==> src/rtl/wo_rom_sched.sv <==
// Burst scheduler sharing one ROM read port among NREQ requesters; returns id-tagged words.
// Define WO_SCHED_RR_EN for round-robin arbitration; fixed priority (lowest index) otherwise.
module wo_rom_sched #(
    parameter int NREQ = 4,
    parameter int AW   = 8,
    parameter int DW   = 8,
    parameter int IDW  = 2
) (
    input  logic              CS,
    input  logic              cen,
    input  logic [NREQ-1:0]   req,
    input  logic [NREQ*AW-1:0] base,
    input  logic [NREQ*AW-1:0] len,
    output logic [AW-1:0]     rom_add,
    input  logic [DW-1:0]     rom_wop,
    output logic [NREQ-1:0]   gnt,
    output logic              rd_valid,
    output logic [DW-1:0]     rd_data,
    output logic [IDW-1:0]    rd_id,
    output logic              rd_last,
    output logic              done,
    output logic              busy
);

    localparam logic [0:0] ST_IDLE  = 1'b0;
    localparam logic [0:0] ST_ISSUE = 1'b1;

    logic [0:0]     state_reg;
    logic [AW-1:0]  base_reg;
    logic [AW-1:0]  len_reg;
    logic [AW:0]    cnt_reg;

    logic [AW-1:0]  base_arr [NREQ];
    logic [AW-1:0]  len_arr  [NREQ];
    logic [IDW-1:0] start_idx;
    logic [IDW-1:0] win_idx;
    logic           win_found;
    logic [NREQ-1:0] win_onehot;

    for (genvar gi = 0; gi < NREQ; gi++) begin : g_slice
        assign base_arr[gi] = base[gi*AW +: AW];
        assign len_arr[gi]  = len[gi*AW +: AW];
    end

`ifdef WO_SCHED_RR_EN
    // ptr_reg holds the index where the next search begins (one past the last winner).
    logic [IDW-1:0] ptr_reg;
    assign start_idx = ptr_reg;
`else
    assign start_idx = '0;
`endif

    always_comb begin
        int idx;
        win_found = 1'b0;
        win_idx   = '0;
        idx       = 0;
        for (int k = 0; k < NREQ; k++) begin
            idx = int'(start_idx) + k;
            if (idx >= NREQ) idx = idx - NREQ;
            if (!win_found && req[idx]) begin
                win_found = 1'b1;
                win_idx   = IDW'(idx);
            end
        end
    end

    assign win_onehot = {{(NREQ-1){1'b0}}, 1'b1} << win_idx;

    // ROM output is already registered, so data is forwarded and only gated by valid.
    assign rd_data = rd_valid ? rom_wop : '0;

    always_ff @(posedge CS or negedge cen) begin
        if (!cen) begin
            state_reg <= ST_IDLE;
            base_reg  <= '0;
            len_reg   <= '0;
            cnt_reg   <= '0;
            rom_add   <= '0;
            gnt       <= '0;
            rd_valid  <= 1'b0;
            rd_id     <= '0;
            rd_last   <= 1'b0;
            done      <= 1'b0;
            busy      <= 1'b0;
`ifdef WO_SCHED_RR_EN
            ptr_reg   <= '0;
`endif
        end else begin
            gnt     <= '0;
            done    <= 1'b0;
            rd_last <= 1'b0;
            case (state_reg)
                ST_IDLE: begin
                    rd_valid <= 1'b0;
                    busy     <= 1'b0;
                    if (win_found) begin
                        gnt      <= win_onehot;
                        rd_id    <= win_idx;
                        base_reg <= base_arr[win_idx];
                        len_reg  <= len_arr[win_idx];
                        busy     <= 1'b1;
`ifdef WO_SCHED_RR_EN
                        if (win_idx == IDW'(NREQ-1)) ptr_reg <= '0;
                        else                         ptr_reg <= win_idx + IDW'(1);
`endif
                        if (len_arr[win_idx] != '0) begin
                            rom_add   <= base_arr[win_idx];
                            cnt_reg   <= (AW+1)'(1);
                            state_reg <= ST_ISSUE;
                        end else begin
                            done <= 1'b1;
                        end
                    end
                end
                ST_ISSUE: begin
                    rd_valid <= 1'b1;
                    busy     <= 1'b1;
                    if (cnt_reg < {1'b0, len_reg}) begin
                        rom_add <= base_reg + cnt_reg[AW-1:0];
                        cnt_reg <= cnt_reg + (AW+1)'(1);
                    end else begin
                        rd_last   <= 1'b1;
                        done      <= 1'b1;
                        state_reg <= ST_IDLE;
                    end
                end
                default: state_reg <= ST_IDLE;
            endcase
        end
    end

endmodule

==> config.mk <==
export PLATFORM = sky130hd
export DESIGN_NAME = wo_rom_sched
export DESIGN_NICKNAME = d
export VERILOG_FILES = /design/src/rtl/wo_rom_sched.sv
export SDC_FILE = /design/constraint.sdc
export NUM_CORES = 1
export LEC_CHECK = 0
export CAP_MARGIN = 20
export CORE_MARGIN = 1
export CORE_UTILIZATION = 39
export CTS_CLUSTER_SIZE = 25
export DETAILED_ROUTE_END_ITERATION = 10
export PLACE_DENSITY = 0.73
export SLEW_MARGIN = 20
export SYNTH_ARGS = -nofsm -noshare
export SYNTH_HDL_FRONTEND = slang
export SYNTH_SLANG_ARGS = --single-unit
==> constraint.sdc <==
create_clock -name CS -period 4 [get_ports CS]
set_input_delay 0.4 -clock CS [delete_from_list [all_inputs] [get_ports CS]]
set_output_delay 0.4 -clock CS [all_outputs]
set_load 0.005 [all_outputs]
==> impl_results.md <==
* Post-Synth Simple-Gate Area at 16.56%
* Slowest stage delay, CP at about 0.67 ns
* Synth Flop Type: dfrtp_1
* Reg area at 1101 um2
* RePlAce Congestion at 0.8245
* Tcrit/Tclk final at 73.06%
* Post-layout min period at about 3 ns
* Pre-CTS setup slack at 0.7516 ns
* Max Root-Sink Buffers at 2
* Vias in the first global route at around 2.7k
* Area of the multi-input gates at 1738 um2
* Syn Inst Count at 303
* Worst slew pin tran at 0.8832 ns
* Sequential cell area fraction in the yosys report at 36.90%
* Syn Area/Cell at 9.849 um2
* Largest family of logic cells by synthesized area: compound AO/OA/AOI/OAI gates
* CTS tree: done
* # DRC at 0
* Initial antenna violation count at 0
* Compound-Gate Fraction of Synth Area at between 10% and 20%
* Setup TNS at 0 ns
* Synthesized area at between 2000 and 3000 um2
* Critical Path Slowest Stage Cell: or3_1
* Critical path required time at 4.15 ns
* Adder-cell share of the synthesized area at between 6 and 7%
* Final Hold Viols at 0
* Cell breakdown of the critical path: clkdlybuf4s50_1, or3_1, o211ai_2, o22ai_1, nor4_2, o21bai_1, buf_4, mux2i_1, mux2i_1
* Die height at 89.48 um
* Max Slew Vio Count at 0
* Post-synth EDFFs at 0
* Synth-to-Final Area Change at 40.13%
* Fill cells at 645
* P per Cell Area at 541.5 nW/um2
* Worst r2r src: cnt_reg[2]
* Worst Path Arrival at 3.07 ns
* Post-synthesis xor/xnor area fraction at 3.229%
* Ant diodes at 0
* Tot Pwr at 2.264 mW
* Startpoint types: primary input
* ANT nets after route at 0
* GRT overflow at 0
* Critical Path Sink Type: register
* Power share of the clock group at 13.3%
* Worst Skew at 0.004344 ns
* Via Count at 2692
* Sw power at 0.8391 mW
* Final setup margin at 1.078 ns
* Synth top area cells: dfrtp_1, ha_1, mux4_2
* WL/cell at roughly 15 um
* Combinational power share at 52.5%
* H-tree levels at 2
* Nets@finish at 496
* IO Pins at 104
* First-pass GRT wire length at roughly 12 mm
* Die W at 89.48 um
* Number of synthesized register bits at 44
* DR iter-0 viols at 83
* Via density at between 5 and 6
* Worst-case vdd ir drop at 0.0003228 V
* Hold Buf Count CTS at 0
* Worst skew pair latency at 0.29 ns
* Drt total wl at roughly 7.5 mm
* RSZ-0062 raised after global routing: false
* Kind of critical path: in -> reg
* Flop pwr share at between 30% and 40%
* Max FFs per register at 9
* Distinct cell type count after synthesis at 45
* Max Fanout on Critical Path at 17
* Hold crit path type: in -> async
* Endpoints failing setup at 0
* Initial Util at 40.71%
* Die Footprint at 8006 um2
* Post-CTS Setup Inserts at 0
* Core Footprint at 7331 um2
* Outcome: complete, no violations
* CTS root buffer: clkbuf_8
* Worst setup path startpoint: req[1]
* Reg clk slew, reported paths at 0.08 ns
* Rows at 31
* Worst slew margin at 40.90%
* Largest net degree at the start of global routing at 45
* DR pass1 iterations at 5
* I/O Buffers at 103
* Resize count post-CTS at 0
* Count leader, synth: dfrtp_1
* Int Power at between 1 and 1.5 mW
* Synth cell count leaders: dfrtp_1, nand2_1, o22ai_1
* GRT Overall Usage at between 20% and 30%
* Asr flop ratio synth at between 90% and 100%
* Multiplexer share of the synthesized area at a little over an eighth
* Clock sink count at 44
* Layout cells sized above 1 at between 10% and 20%
* Most frequent cell on the critical path: mux2i_1
* Switching share of power at a little under two fifths
* Fmax at between 300 and 400 MHz
* Mapped Nets at 397
* Yosys warns at 0
* Clock buffer count from CTS at 5
* Max Cap Viol at 0
* Leakage at 1.735 nW
* Top-area cell type share of the netlist area at 36.90%
* Final HPWL DP at 5.798 mm
* Yosys top cell by area: dfrtp_1
## area by class of cell
cell class / instances / share of cell area, %
Multi-Input combinational cell: 227 / 41.56
Sequential cell: 44 / 26.33
Timing Repair Buffer: 107 / 25.31
Tap cell: 99 / 2.962
Clock buffer: 7 / 2.304
Inverter: 17 / 1.526
## layer usage
metal  vias up  track usage (%)  wire (um)
met1      1306            26.69       3448
li1       1305                -          -
met4         0            5.916        128
met2        73            35.81       3643
met5         -                0          0
met3         8            3.324        324
## stage by stage
stage | std cells | instance area (um2) | utilization, % | hold slack, ns
final | 501 | 4182 | 57.04 | 0.09036
after global routing | 501 | 4182 | 57.04 | 0.1406
after CTS | 501 | 4179 | 57.01 | 0.3052
after detailed placement | 494 | 4083 | 55.69 | 0.4825
after global placement | 494 | 4083 | 55.69 | 0.4581
after floorplan | 303 | 2984 | - | 0.1044
## worst max-delay path: cells and delay by family
family / cells / cell delay, ns
buf+inv: 2 / 0.89
simple gates: 2 / 0.98
compound gates: 3 / 0.51
mux: 2 / 0.27
## cells by family (layout without fill, tap and decap cells)
kind of cell               Yosys count  in the layout
and+or+nand+nor                     92             92
xor gates and xnor gates            11             11
buffers and inverters               32            131
adders and majority gates           16             16
muxes                               30             30
AOI/OAI and AO/OA                   78             78
DFF                                 44             44
## worst paths after layout
check	to	slack, ns	depth (start not counted)
setup reg to reg	cnt_reg[1]	1.42	9
hold reg to reg	len_reg[0]	0.50	1
min in group CS	len_reg[0]	0.50	1
max in group asynchronous	base_reg[4]	3.53	1
setup / recovery	rom_add[2]	1.08	9
hold / removal	len_reg[4]	0.09	1
## power groups by stage
stage / Sequential, mW / Combinational (mW) / Clock (mW)
final: 0.774 / 1.19 / 0.302
after global routing: 0.802 / 1.36 / 0.327
after floorplan: 0.744 / 0.817 / 0
after CTS: 0.776 / 1.20 / 0.308
after global placement: 0.777 / 1.16 / 0
after detailed placement: 0.783 / 1.19 / 0
## cell usage in the layout, fill, tap and decap left out, drive strengths merged, types with 5 or more instances in the layout
master         instances
inv                   16
nand2b                10
clkdlybuf4s50        102
nor2                  11
mux2                   7
buf                    5
a21oi                 16
nor3                   7
and2                   8
o22ai                 20
xnor2                  9
nand3                  5
mux2i                 15
dfrtp                 44
nor4                   5
nand2                 27
ha                    15
o211ai                 9
clkbuf                 7
or3b                   8
o21ai                 14
mux4                   8
(Power assumes the default switching activity.)
